File: config.mk
export PLATFORM = sky130hd
export DESIGN_NAME = ps2_keyboard_rx_flat
export DESIGN_NICKNAME = d
export VERILOG_FILES = /design/src/rtl/ps2_keyboard_rx_if.sv /design/src/rtl/ps2_keyboard_rx.sv /design/src/flat_wrapper.sv
export SDC_FILE = /design/constraint.sdc
export NUM_CORES = 1
export LEC_CHECK = 0
export ABC_AREA = 1
export BUFFER_PORTS_ARGS = -buffer_cell sky130_fd_sc_hd__buf_4
export CAP_MARGIN = 20
export CORE_UTILIZATION = 50
export CTS_CLUSTER_DIAMETER = 200
export DETAILED_ROUTE_END_ITERATION = 6
export GPL_TIMING_DRIVEN = 1
export PLACE_DENSITY = 0.69
export RECOVER_POWER = 100
export SLEW_MARGIN = 25
export SYNTH_ARGS = -nofsm -noshare
export SYNTH_HDL_FRONTEND = slang
export SYNTH_SLANG_ARGS = --single-unit
File: constraint.sdc
create_clock -name clkin -period 1.5 [get_ports clkin]
set_input_delay 0.225 -clock clkin [delete_from_list [all_inputs] [get_ports clkin]]
set_output_delay 0.225 -clock clkin [all_outputs]
set_load 0.1 [all_outputs]
File: src/rtl/ps2_keyboard_rx_if.sv
// ps2_keyboard_rx_if
//   Bundles the keyboard pins and the decoded scan-code outputs of
//   ps2_keyboard_rx.
//   slave  : receiver side (samples the pins, drives the code outputs)
//   master : keyboard/consumer side (drives the pins, reads the code outputs)
// Signals:
//   ps2_clk, ps2_data       raw keyboard pins, asynchronous to clkin
//   code[7:0]               scan code, meaningful while code_valid is high
//   code_valid              one-cycle strobe per delivered code
//   code_ext / code_break   E0 / F0 prefix seen before code (prefix decode only)
//   parity_err, frame_err   one-cycle error strobes
interface ps2_keyboard_rx_if;
  logic       ps2_clk;
  logic       ps2_data;
  logic [7:0] code;
  logic       code_valid;
  logic       code_ext;
  logic       code_break;
  logic       parity_err;
  logic       frame_err;

  modport slave (
    input  ps2_clk, ps2_data,
    output code, code_valid, code_ext, code_break, parity_err, frame_err
  );

  modport master (
    output ps2_clk, ps2_data,
    input  code, code_valid, code_ext, code_break, parity_err, frame_err
  );
endinterface

File: src/rtl/ps2_keyboard_rx.sv
// ps2_keyboard_rx
//   Turns the PS/2 keyboard clock/data stream into scan-code bytes: 2-FF
//   synchronizers, a run-length clock glitch filter, an 11-bit frame FSM with
//   odd-parity and stop-bit checking, and a mid-frame inactivity timeout.
//   Optional make/break prefix decoding is enabled by defining the macro
//   PS2_BREAK_DECODE_EN; without it every good byte (E0/F0 included) strobes
//   code_valid and code_ext/code_break stay 0.
// Parameters:
//   FILTER_LEN   consecutive equal samples before the filtered clock moves
//   TIMEOUT_CYC  idle clkin cycles tolerated mid-frame before aborting
// Ports:
//   clkin   system clock, all logic on posedge
//   rst     asynchronous active-low reset
//   ps2_if  slave modport of ps2_keyboard_rx_if (pins in, code/strobes out)
//
// FSM states:
//   state     | meaning
//   ST_IDLE   | waiting for a start bit (data 0 on a sample event)
//   ST_DATA   | shifting in 8 data bits, LSB first
//   ST_PARITY | waiting for the parity bit
//   ST_STOP   | waiting for the stop bit; frame result decided here
module ps2_keyboard_rx #(
  parameter int FILTER_LEN  = 8,
  parameter int TIMEOUT_CYC = 50000
) (
  input  logic             clkin,
  input  logic             rst,
  ps2_keyboard_rx_if.slave ps2_if
);

  localparam int FCW = $clog2(FILTER_LEN + 1);
  localparam int TCW = $clog2(TIMEOUT_CYC + 1);
  localparam logic [FCW-1:0] FCNT_LAST = FCW'(FILTER_LEN - 1);
  localparam logic [TCW-1:0] TMO_LOAD  = TCW'(TIMEOUT_CYC);

  typedef enum logic [1:0] {
    ST_IDLE   = 2'd0,
    ST_DATA   = 2'd1,
    ST_PARITY = 2'd2,
    ST_STOP   = 2'd3
  } state_t;

  // synchronizers and clock filter
  logic           clk_s1_q, clk_s2_q, dat_s1_q, dat_s2_q;
  logic           filt_q, filt_d, filt_prev_q;
  logic [FCW-1:0] fcnt_q, fcnt_d;
  logic           sample_ev;

  // frame FSM
  state_t         state_q, state_d;
  logic [2:0]     bitcnt_q, bitcnt_d;
  logic [7:0]     shift_q, shift_d;
  logic           par_q, par_d;
  logic [TCW-1:0] tmo_q, tmo_d;
  logic           flag_ext_q, flag_ext_d, flag_brk_q, flag_brk_d;

  // registered outputs
  logic [7:0]     code_q, code_d;
  logic           ext_q, ext_d, brk_q, brk_d;
  logic           valid_q, valid_d, perr_q, perr_d, ferr_q, ferr_d;

  always_ff @(posedge clkin or negedge rst) begin
    if (!rst) begin
      clk_s1_q    <= 1'b1;
      clk_s2_q    <= 1'b1;
      dat_s1_q    <= 1'b1;
      dat_s2_q    <= 1'b1;
      filt_q      <= 1'b1;
      filt_prev_q <= 1'b1;
      fcnt_q      <= '0;
    end else begin
      clk_s1_q    <= ps2_if.ps2_clk;
      clk_s2_q    <= clk_s1_q;
      dat_s1_q    <= ps2_if.ps2_data;
      dat_s2_q    <= dat_s1_q;
      filt_q      <= filt_d;
      filt_prev_q <= filt_q;
      fcnt_q      <= fcnt_d;
    end
  end

  // The run counter only advances while the synchronized clock disagrees with
  // the filtered level; any agreeing sample restarts the run.
  always_comb begin
    filt_d = filt_q;
    fcnt_d = '0;
    if (clk_s2_q != filt_q) begin
      if (fcnt_q == FCNT_LAST) begin
        filt_d = clk_s2_q;
      end else begin
        fcnt_d = fcnt_q + FCW'(1);
      end
    end
  end

  // The sample event is the first cycle the filtered clock reads low.
  assign sample_ev = filt_prev_q & ~filt_q;

  always_ff @(posedge clkin or negedge rst) begin
    if (!rst) begin
      state_q    <= ST_IDLE;
      bitcnt_q   <= '0;
      shift_q    <= '0;
      par_q      <= 1'b0;
      tmo_q      <= TMO_LOAD;
      flag_ext_q <= 1'b0;
      flag_brk_q <= 1'b0;
      code_q     <= '0;
      ext_q      <= 1'b0;
      brk_q      <= 1'b0;
      valid_q    <= 1'b0;
      perr_q     <= 1'b0;
      ferr_q     <= 1'b0;
    end else begin
      state_q    <= state_d;
      bitcnt_q   <= bitcnt_d;
      shift_q    <= shift_d;
      par_q      <= par_d;
      tmo_q      <= tmo_d;
      flag_ext_q <= flag_ext_d;
      flag_brk_q <= flag_brk_d;
      code_q     <= code_d;
      ext_q      <= ext_d;
      brk_q      <= brk_d;
      valid_q    <= valid_d;
      perr_q     <= perr_d;
      ferr_q     <= ferr_d;
    end
  end

  always_comb begin
    state_d    = state_q;
    bitcnt_d   = bitcnt_q;
    shift_d    = shift_q;
    par_d      = par_q;
    tmo_d      = tmo_q;
    flag_ext_d = flag_ext_q;
    flag_brk_d = flag_brk_q;
    code_d     = code_q;
    ext_d      = ext_q;
    brk_d      = brk_q;
    valid_d    = 1'b0;
    perr_d     = 1'b0;
    ferr_d     = 1'b0;

    // Down-counter: reloaded on every sample event, terminal count at zero.
    if (state_q == ST_IDLE || sample_ev) begin
      tmo_d = TMO_LOAD;
    end else if (tmo_q != '0) begin
      tmo_d = tmo_q - TCW'(1);
    end

    unique case (state_q)
      ST_IDLE: begin
        if (sample_ev && !dat_s2_q) begin
          state_d  = ST_DATA;
          bitcnt_d = '0;
        end
      end
      ST_DATA: begin
        if (sample_ev) begin
          shift_d  = {dat_s2_q, shift_q[7:1]};
          bitcnt_d = bitcnt_q + 3'd1;
          if (bitcnt_q == 3'd7) begin
            state_d = ST_PARITY;
          end
        end
      end
      ST_PARITY: begin
        if (sample_ev) begin
          par_d   = dat_s2_q;
          state_d = ST_STOP;
        end
      end
      ST_STOP: begin
        if (sample_ev) begin
          state_d = ST_IDLE;
          if (!dat_s2_q) begin
            ferr_d     = 1'b1;
            flag_ext_d = 1'b0;
            flag_brk_d = 1'b0;
          end else if (!(^{shift_q, par_q})) begin
            perr_d     = 1'b1;
            flag_ext_d = 1'b0;
            flag_brk_d = 1'b0;
          end else begin
`ifdef PS2_BREAK_DECODE_EN
            if (shift_q == 8'hE0) begin
              flag_ext_d = 1'b1;
            end else if (shift_q == 8'hF0) begin
              flag_brk_d = 1'b1;
            end else begin
              valid_d    = 1'b1;
              code_d     = shift_q;
              ext_d      = flag_ext_q;
              brk_d      = flag_brk_q;
              flag_ext_d = 1'b0;
              flag_brk_d = 1'b0;
            end
`else
            // Prefix flags never set in this build, so ext_q/brk_q stay 0.
            valid_d = 1'b1;
            code_d  = shift_q;
`endif
          end
        end
      end
      default: state_d = ST_IDLE;
    endcase

    // A sample event in the terminal-count cycle keeps the frame alive.
    if (state_q != ST_IDLE && !sample_ev && tmo_q == '0) begin
      state_d    = ST_IDLE;
      ferr_d     = 1'b1;
      flag_ext_d = 1'b0;
      flag_brk_d = 1'b0;
    end
  end

  assign ps2_if.code       = code_q;
  assign ps2_if.code_valid = valid_q;
  assign ps2_if.code_ext   = ext_q;
  assign ps2_if.code_break = brk_q;
  assign ps2_if.parity_err = perr_q;
  assign ps2_if.frame_err  = ferr_q;

endmodule
File: src/flat_wrapper.sv
// flat-port wrapper written by rule: the top's interface ports become plain ports
module ps2_keyboard_rx_flat 
#(
  parameter int FILTER_LEN  = 8,
  parameter int TIMEOUT_CYC = 50000
)
  (clkin, rst, ps2_if_ps2_clk, ps2_if_ps2_data, ps2_if_code, ps2_if_code_valid, ps2_if_code_ext, ps2_if_code_break, ps2_if_parity_err, ps2_if_frame_err);
  ps2_keyboard_rx_if ps2_if_i ();
  input  logic clkin;
  input  logic rst;
  input wire logic [$bits(ps2_if_i.ps2_clk)-1:0] ps2_if_ps2_clk;
  input wire logic [$bits(ps2_if_i.ps2_data)-1:0] ps2_if_ps2_data;
  output wire logic [$bits(ps2_if_i.code)-1:0] ps2_if_code;
  output wire logic [$bits(ps2_if_i.code_valid)-1:0] ps2_if_code_valid;
  output wire logic [$bits(ps2_if_i.code_ext)-1:0] ps2_if_code_ext;
  output wire logic [$bits(ps2_if_i.code_break)-1:0] ps2_if_code_break;
  output wire logic [$bits(ps2_if_i.parity_err)-1:0] ps2_if_parity_err;
  output wire logic [$bits(ps2_if_i.frame_err)-1:0] ps2_if_frame_err;
  assign ps2_if_i.ps2_clk = ps2_if_ps2_clk;
  assign ps2_if_i.ps2_data = ps2_if_ps2_data;
  assign ps2_if_code = ps2_if_i.code;
  assign ps2_if_code_valid = ps2_if_i.code_valid;
  assign ps2_if_code_ext = ps2_if_i.code_ext;
  assign ps2_if_code_break = ps2_if_i.code_break;
  assign ps2_if_parity_err = ps2_if_i.parity_err;
  assign ps2_if_frame_err = ps2_if_i.frame_err;
  ps2_keyboard_rx #(.FILTER_LEN(FILTER_LEN), .TIMEOUT_CYC(TIMEOUT_CYC)) u_core (.clkin(clkin), .rst(rst), .ps2_if(ps2_if_i));
endmodule
==> flow_metrics.tcl, run 1 <==
set metrics [dict create \
    cellPowerDensity_nw_per_um2 1580 \
    startpoint_type "flop" \
    setup_violations 13 \
    p_int_uw 3170 \
    num_vias 2225 \
    critPathRequiredTime_ns 1.70 \
    p_sw_uw 2230 \
    crit_family "simple AND/OR/NAND/NOR gates" \
    cts_made_buffers 5 \
    cellLeakagePower_uw 0.00171 \
    seqPwrFrac_pct 34.3 \
    totalPowerFinal_uw 5400 \
    p_clk_share_pct 16.1 \
    drt-total-wl_um 5810 \
    nets 387 \
    yosysSeqAreaShare_pct 48.5 \
    synth-edff-count 0 \
    drive_above_1_share_pct 38.0 \
    clock_skew_ns 0.00934 \
    die_h_um 74.9 \
    path_buf_inv 2 \
    worstSkewPairLatency_ns 0.30 \
    grt_pass1_vias 1958 \
    syn_area_sq_um 2660 \
    async_flop_share_pct 100 \
    post_drt_wl_per_cell_um 13.1 \
    port_buffers 14 \
    drtIter0Drc 138 \
    crit_path_end_kind "flop" \
    dp_hpwl_um 3770 \
    hp-class "in2reg" \
    setup_ws_ns -0.126 \
    worstPathArrival_ns 1.82 \
    finalMaxSlewViolations 0 \
    dieArea_sq_um 5620 \
    path_max_fanout 5 \
    violations "setup timing" \
    synth_top_cells_by_count "79 x nand2_1, 40 x inv_1, 39 x dfrtp_1" \
    cts.sinks 51 \
    fillers 416 \
    h-tree-depth 2 \
    reg2reg_slack_ns -0.13 \
    rsz0062_at_grt "yes" \
    row_count 26 \
    post-synth-top-area-cell "dfrtp_1" \
    ys_ff_latch 51 \
    grtUsageTotal_pct 20.4 \
    firstDrtPassIters 4 \
    gp_congestion 0.863 \
    min_period_ns 1.63 \
    cts.clk_slew.worst_paths_ns 0.09 \
    synth_cells 321 \
    synth.top_cell.area_share_pct 36.7 \
    grt_pass1_wl_um 8670 \
    crit_type "reg2reg" \
    synth.avg_cell_area_sq_um 8.29 \
    ant_nets 0 \
    io_pins 17 \
    die_w_um 74.9 \
    cts.root.buffer_cell "clkbuf_8" \
    cts_buffer_depth 2 \
    synth_cell_type_count 34 \
    pwr-share-comb_pct 49.6 \
    crit_path_frequent_cell "inv_2" \
    power_switching_share_pct 41.3 \
    timing_hold_violations_final 0 \
    yosysWarningCount 0 \
    core_region_area_sq_um 5110 \
    slowest_delay_ns 0.42 \
    num_antenna_cells 0 \
    fin_crit_sh_pct 108 \
    vdd_ir_drop_max_uv 991 \
    grt_overflow 0 \
    detail_route.vias_per_cell 5.01 \
    synthToLayoutAreaGrowth_pct 28.6 \
    status "finished, violations left" \
    initial_core_util_pct 52.1 \
    path_cells "inv_2, ha_4, inv_2, nor2_2, nand4_1, nor2_8, nand2_4, a21boi_4, o21ai_1" \
    slowest_stage "dfrtp_1" \
    synth_area_leaders "dfrtp_1 37%, dfstp_2 12%, nand2_1 11%" \
    grt_max_degree 29 \
    max_freq_mhz 615 \
    synth_flop_cell "dfrtp_1" \
    post-route-drc-count 0 \
    dp_slack_ns -0.126 \
    maxCapViolCount 0 \
    yosysMostFrequentCell "nand2_1" \
    tns_ns -1.03 \
    antenna_found_initial 0 \
    cts_tree "yes" \
]
-- stage by stage --
step	instances	util, %	hold WS, ns	cell area [sq um]
2_1_floorplan	322	-	-0.0706	2670
3_3_place_gp	424	59.0	0.167	3010
3_5_place_dp	424	59.0	0.168	3010
4_1_cts	434	61.6	0.0116	3140
5_1_grt	444	67.0	0.00490	3420
6_report	444	67.0	0.0223	3420
-- power by group through the flow --
stage | combinational [uW] | sequential (uW) | clock, uW
finish | 2680 | 1850 | 869
global placement | 1850 | 1850 | 0
global route | 2970 | 1880 | 953
CTS | 1970 | 1830 | 886
detailed placement | 1910 | 1860 | 0
floorplan | 1310 | 1870 | 0
-- metal layers --
metal | vias up | share of wire [%] | track usage, %
li1 | 1135 | - | -
met1 | 1033 | 46 | 27.9
met2 | 51 | 48 | 33.1
met3 | 6 | 4.2 | 3.61
met4 | 0 | 1.2 | 6.29
met5 | - | 0 | 0
-- final cells by class --
cell class,instances,area [sq um],share of cell area (%)
flip-flops and latches,51,1290,37.8
clock inverters,1,7.51,0.219
well taps,70,87.6,2.56
clock buffers,7,96.3,2.82
repair buffers,47,379,11.1
inverters,47,181,5.30
multi-input cells,221,1380,40.2
-- path summary, 6_finish.rpt --
path / startpoint / cells past startpoint / to
min in group asynchronous: rst / 2 / u_core.tmo_q[13]
hold / removal: ps2_if_ps2_data / 1 / u_core.dat_s1_q
setup reg to reg: u_core.tmo_q[0] / 9 / u_core.state_q[1]
setup / recovery: u_core.tmo_q[0] / 9 / u_core.state_q[1]
hold reg to reg: u_core.dat_s1_q / 0 / u_core.dat_s2_q
max in group asynchronous: rst / 3 / u_core.tmo_q[6]
-- kinds of logic after synthesis --
logic type	after synthesis	share of synthesized area, %
AND/OR/NAND/NOR	168	29.6
flip-flops	51	48.5
XOR/XNOR	6	1.98
adder cells (fa/ha/maj)	10	4.70
AO/OA/AOI/OAI	34	7.43
other	1	0.141
buffers and inverters	51	7.62
-- placed cells by master, fill, tap and decap left out, types with 3 or more instances in the layout --
| cell | count |
|---|---|
| nand2_1 | 70 |
| buf_4 | 40 |
| dfrtp_1 | 37 |
| inv_1 | 31 |
| nor2_1 | 22 |
| nand3_1 | 16 |
| inv_2 | 14 |
| o21ai_0 | 12 |
| dfstp_2 | 12 |
| nor2_2 | 11 |
| nand2_2 | 10 |
| nand3_2 | 8 |
| clkbuf_8 | 7 |
| nand4_1 | 6 |
| a21oi_1 | 6 |
| ha_1 | 6 |
| nor2_4 | 5 |
| o21ai_1 | 5 |
| nor3_1 | 5 |
| xor2_1 | 4 |
| nand2_4 | 4 |
| nand3_4 | 3 |
| a21oi_2 | 3 |
| ha_2 | 3 |
| buf_6 | 3 |
-- timing repair --
action,4_1_cts,5_1_grt
pin swaps,1,19
gates resized for setup,3,66
cloned,0,1
endpoints found under the setup margin,16,39
setup buffers,1,9
endpoints found under the hold margin,19,0
hold buffers,1,0
-- sequential cells by signal, summed over array words and instances, names as in the netlist, 2 cells and up --
| register | count |
|---|---|
| u_core.bitcnt_q | 3 |
| u_core.tmo_q | 16 |
| u_core.ps2_if.code | 8 |
| u_core.fcnt_q | 4 |
| u_core.shift_q | 8 |
| u_core.state_q | 2 |
(Power assumes the default switching activity.)
==> run 2, diff against run 1 <==
--- a/config.mk
+++ b/config.mk
@@ -12,7 +12,7 @@
 export CTS_CLUSTER_DIAMETER = 200
 export DETAILED_ROUTE_END_ITERATION = 6
 export GPL_TIMING_DRIVEN = 1
-export PLACE_DENSITY = 0.69
+export PLACE_DENSITY = 0.67
 export RECOVER_POWER = 100
 export SLEW_MARGIN = 25
 export SYNTH_ARGS = -nofsm -noshare
==> run 2 against run 1 <==
Global-route usage increased by 0.31 points. The run still ends with setup timing left. Worst setup slack improved by 0.024 ns. Non-clock buffer count rose by 6. Via count grew 4.3%. Clock power up 14%. Cell count up 1.6%. Routed wire length grew 11%. Critical path depth is the same.
==> flow_metrics.tcl, run 2 (synthesized netlist as in run 1, its figures left out) <==
set metrics [dict create \
    die_h_um 74.9 \
    cts_buffer_depth 2 \
    setup.worst_path.start "u_core.tmo_q[0]" \
    status "finished, violations left" \
    r2r_start "u_core.tmo_q[0]" \
    cts.sinks 51 \
    drive_above_1_share_pct 44.4 \
    cts.clk_slew.worst_paths_ns 0.10 \
    vdd_ir_drop_max_uv 941 \
    path_cells "inv_2, ha_4, inv_2, nor2_1, nand4_1, nor2_8, buf_4, nor2_1, nor3_1" \
    cellPowerDensity_nw_per_um2 1600 \
    path_max_fanout 5 \
    path_buf_inv 3 \
    cellLeakagePower_uw 0.00178 \
    timing_hold_violations_final 0 \
    rsz0062_at_grt "yes" \
    slowest_delay_ns 0.40 \
    slowest_stage "dfrtp_1" \
    setup_violations 17 \
    detail_route.vias_per_cell 5.15 \
    p_sw_uw 2480 \
    seqPwrFrac_pct 32.1 \
    crit_family "simple AND/OR/NAND/NOR gates" \
    dp_hpwl_um 3780 \
    largest_reg_flops 16 \
    critPathRequiredTime_ns 1.72 \
    drt-total-wl_um 6450 \
    nets 394 \
    core_region_area_sq_um 5110 \
    die_w_um 74.9 \
    initial_core_util_pct 52.1 \
    worstPathArrival_ns 1.83 \
    max_freq_mhz 624 \
    dp.cells 426 \
    crit_type "reg2reg" \
    maxCapViolCount 0 \
    final_common_cell "nand2_1" \
    clock_skew_ns 0.00755 \
    grt_max_degree 52 \
    crit_path_end_kind "flop" \
    min_period_ns 1.60 \
    regMostFlops "u_core.tmo_q" \
    startpoint_type "flop" \
    synthToLayoutAreaGrowth_pct 36.7 \
    cts_made_buffers 5 \
    post_drt_wl_per_cell_um 14.3 \
    cts_tree "yes" \
    grt_pass1_wl_um 8830 \
    worstSkewPairLatency_ns 0.31 \
    p_int_uw 3330 \
    power_switching_share_pct 42.7 \
    hold_start "ps2_if_ps2_data" \
    setup_ws_ns -0.102 \
    h-tree-depth 2 \
    antenna_found_initial 0 \
    post-route-drc-count 0 \
    port_buffers 14 \
    mostFrequentLayoutCells "52 x nand2_1, 48 x buf_4, 37 x dfrtp_1" \
    dieArea_sq_um 5620 \
    fin_crit_sh_pct 107 \
    worst_slew_pin_slew_ns 0.633 \
    gp_congestion 0.851 \
    row_count 26 \
    finalMaxSlewViolations 0 \
    fillers 361 \
    drtIter0Drc 109 \
    cts.root.buffer_cell "clkbuf_8" \
    pwr-share-comb_pct 50.9 \
    ant_nets 0 \
    p_clk_share_pct 17.0 \
    violations "setup timing" \
    firstDrtPassIters 4 \
    grt_pass1_vias 2027 \
    grt_overflow 0 \
    tns_ns -0.705 \
    hp-class "in2reg" \
    io_pins 17 \
    num_vias 2321 \
    grtUsageTotal_pct 20.7 \
    num_antenna_cells 0 \
    totalPowerFinal_uw 5810 \
    slew_headroom_pct 57.8 \
    final_cells 451 \
]
==> run 2: changes by cell type in the layout (fill, tap and decap cells not counted), moves of 4 or more <==
cell / delta
nand2_4: +9
nand2_2: +10
nand3_2: -5
buf_4: +8
inv_2: +4
nand2_1: -18
nor2_2: -5
nand3_4: +6
==> run 2: timing repair <==
item,4_1_cts,5_1_grt
endpoints found under the setup margin,15,38
hold buffers,1,0
gates resized for setup,7,97
pin swaps,3,27
buffers inserted,2,12
gates cloned,0,2
hold endpoints to repair,39,0
==> run 2: path summary, 6_finish.rpt <==
| path | end | slack [ns] | cells past startpoint |
|---|---|---|---|
| min in group asynchronous | u_core.tmo_q[1] | 0.47 | 2 |
| hold / removal | u_core.dat_s1_q | 0.007 | 1 |
| max in group asynchronous | u_core.shift_q[5] | 0.55 | 2 |
| hold reg to reg | u_core.dat_s2_q | 0.36 | 0 |
| setup / recovery | u_core.tmo_q[0] | -0.10 | 9 |
| setup reg to reg | u_core.tmo_q[0] | -0.10 | 9 |
==> run 2: final cells by class <==
cell class,instances,area [sq um],area share (%)
multi-input combinational,222,1550,42.5
sequential,51,1290,35.6
timing repair buffer,53,417,11.5
inverter,47,179,4.92
tap,70,87.6,2.41
clock buffer,5,68.8,1.89
clock inverter,3,43.8,1.20
==> run 2: power groups by stage <==
stage	Sequential [uW]	Combinational, uW	Clock [uW]
6_report	1860	2960	988
5_1_grt	1890	3240	1050
4_1_cts	1830	2110	995
3_5_place_dp	1860	2010	0
3_3_place_gp	1850	1960	0
2_1_floorplan	1870	1310	0
==> run 2: per-layer routing <==
layer | vias up | part of all wire, % | global-route usage (%)
met2 | 59 | 50 | 33.2
met4 | 0 | 3.0 | 6.92
li1 | 1141 | - | -
met3 | 17 | 3.8 | 3.21
met1 | 1104 | 43 | 28.8
met5 | - | 0 | 0
==> run 2: per-stage QoR <==
stage	instance area, sq um	setup WS [ns]	hold slack, ns	utilization [%]
floorplan	2670	-0.00607	-0.0706	-
detailed placement	3030	-0.0650	0.292	59.3
CTS	3180	-0.0526	0.00532	62.3
finish	3640	-0.102	0.00697	71.2
global placement	3030	-0.0501	0.287	59.3
global route	3640	-0.232	0.00366	71.2
==> run 2: worst register-to-register path, cell delays in order, from the launching register on <==
cell and delay [ns]:
dfrtp_1 0.40, inv_2 0.09, ha_4 0.13, inv_2 0.03, nor2_1 0.08, nand4_1 0.19
nor2_8 0.23, buf_4 0.16, nor2_1 0.04, nor3_1 0.16
==> run 3, diff against run 2 <==
--- a/config.mk
+++ b/config.mk
@@ -12,7 +12,7 @@
 export CTS_CLUSTER_DIAMETER = 200
 export DETAILED_ROUTE_END_ITERATION = 6
 export GPL_TIMING_DRIVEN = 1
-export PLACE_DENSITY = 0.67
+export PLACE_DENSITY = 0.65
 export RECOVER_POWER = 100
 export SLEW_MARGIN = 25
 export SYNTH_ARGS = -nofsm -noshare
==> constraint.sdc (replaced) <==
create_clock -name clkin -period 1.87 [get_ports clkin]
set_input_delay 0.2805 -clock clkin [delete_from_list [all_inputs] [get_ports clkin]]
set_output_delay 0.2805 -clock clkin [all_outputs]
set_load 0.1 [all_outputs]
==> run 3 against run 2 <==
The run now ends clean. Worst setup slack improved by 0.28 ns. First-iteration DRC count rose by 17%. Routed wire length fell by 26%. Hold slack improved by 0.071 ns. Count of clock-buffer cells in the layout did not move. Critical path depth did not move. Sequential power fell by 20%. Sequential share of layout area rose by 9.0 points. Clock skew rose by 0.0012 ns. Maximum frequency fell by 5.6%. Global-route usage fell by 2.2 points.
==> flow_metrics.tcl, run 3 (synthesized netlist as in run 1, its figures left out) <==
set metrics [dict create \
    critPathRequiredTime_ns 2.05 \
    synthToLayoutAreaGrowth_pct 8.98 \
    grt_pass1_wl_um 7850 \
    die_h_um 74.9 \
    grt_max_degree 52 \
    die_w_um 74.9 \
    worstSkewPairLatency_ns 0.31 \
    firstDrtPassIters 6 \
    crit_path_end_kind "flop" \
    final_common_cell "nand2_1" \
    slowest_stage "dfrtp_1" \
    grtUsageTotal_pct 18.6 \
    detail_route.vias_per_cell 4.86 \
    grt_pass1_vias 1797 \
    cellLeakagePower_uw 0.00150 \
    post-route-drc-count 0 \
    ant_nets 0 \
    setup_violations 0 \
    fillers 516 \
    cts_resized 0 \
    timing_hold_violations_final 0 \
    path_cells "inv_1, ha_1, inv_1, nor2_1, nand4_1, nor2_8, nand2_2, a21boi_1, o21ai_0" \
    maxCapViolCount 0 \
    crit_path_frequent_cell "inv_1" \
    crit_type "reg2reg" \
    cts.sinks 51 \
    dieArea_sq_um 5620 \
    num_vias 2012 \
    drtIter0Drc 127 \
    status "complete, no violations" \
    mostFrequentLayoutCells "80 x nand2_1, 41 x inv_1, 39 x dfrtp_1" \
    tns_ns 0 \
    path_max_fanout 7 \
    grt_overflow 0 \
    cts.clk_slew.worst_paths_ns 0.10 \
    rsz0062_at_grt "no" \
    port_buffers 14 \
    slew_headroom_pct 16.9 \
    hp-class "in2reg" \
    antenna_found_initial 0 \
    regMostFlops "u_core.tmo_q" \
    post_drt_wl_per_cell_um 11.5 \
    ctsHoldBuffers 0 \
    whs_ns 0.0783 \
    reg2reg_slack_ns 0.17 \
    nets 357 \
    io_pins 17 \
    drt-total-wl_um 4760 \
    cts_buffer_depth 2 \
    h-tree-depth 2 \
    largest_reg_flops 16 \
    initial_core_util_pct 52.1 \
    cts_made_buffers 5 \
    drive_above_1_share_pct 16.0 \
    worst_slew_pin_slew_ns 1.25 \
    cts.root.buffer_cell "clkbuf_8" \
    num_antenna_cells 0 \
    gp_congestion 0.870 \
    max_freq_mhz 589 \
    clock_skew_ns 0.00878 \
    vdd_ir_drop_max_uv 668 \
    startpoint_type "flop" \
    fin_util_pct 56.8 \
    cellPowerDensity_nw_per_um2 1180 \
    cts_setup_buffers 0 \
    worstPathArrival_ns 1.88 \
    row_count 26 \
    cts_tree "yes" \
    fin_crit_sh_pct 90.7 \
    dp_hpwl_um 3530 \
    slowest_delay_ns 0.43 \
    core_region_area_sq_um 5110 \
    min_period_ns 1.70 \
    finalMaxSlewViolations 0 \
]
==> run 3: changes by cell type in the layout (fill, tap and decap cells not counted), sizes merged <==
| cell | change |
|---|---|
| buf | -48 |
| bufinv | -1 |
| clkbuf | +14 |
| clkinv | -2 |
| clkinvlp | +2 |
| dlygate4sd3 | -1 |
| inv | +1 |
| nand2 | -1 |
| nand3 | -1 |
==> run 3: worst paths after layout <==
check | start | to | cells after the start
max in group asynchronous | rst | u_core.tmo_q[11] | 1
min | ps2_if_ps2_clk | u_core.clk_s1_q | 1
min reg2reg | u_core.dat_s1_q | u_core.dat_s2_q | 0
max reg2reg | u_core.tmo_q[1] | u_core.state_q[0] | 9
min in group asynchronous | rst | u_core.tmo_q[3] | 1
max | u_core.tmo_q[1] | u_core.state_q[0] | 9
==> run 3: layer usage <==
| metal | vias up | track usage [%] | routed length [um] | part of all wire (%) |
|---|---|---|---|---|
| li1 | 1054 | - | - | - |
| met1 | 926 | 25.1 | 2360 | 50 |
| met2 | 26 | 30.1 | 2190 | 46 |
| met3 | 6 | 3.21 | 138 | 2.9 |
| met4 | 0 | 6.71 | 65 | 1.4 |
| met5 | - | 0 | 0 | 0 |
==> run 3: metrics by stage <==
stage,setup WS (ns),instances,total power [uW],cell area (sq um)
after floorplan,0.360,322,2540,2660
after global placement,0.267,406,2810,2860
after detailed placement,0.189,406,2840,2860
after CTS,0.185,414,3510,2950
after global routing,0.0130,414,3710,2900
final,0.173,414,3430,2900
==> run 3: critical path: cells and delay by family (launching register included) <==
family,cells,cell delay (ns)
buffers and inverters,2,0.17
adders and majority gates,1,0.15
AOI/OAI and AO/OA,2,0.28
DFF,1,0.43
and+or+nand+nor,4,0.55
==> run 3: power breakdown <==
group	internal, uW	switching (uW)	total [uW]	leakage, uW
clock	268	381	649	0.0000408
sequential	1320	170	1490	0.000656
combinational	438	859	1300	0.000804
==> run 3: final cells by class <==
type                       instances  area [sq um]  share of cell area (%)
timing repair buffer              18          97.6                    3.37
inverter                          47           176                    6.09
multi-input combinational        220          1150                    39.8
tap                               70          87.6                    3.02
clock inverter                     3          23.8                   0.820
sequential                        51          1290                    44.5
clock buffer                       5          68.8                    2.37
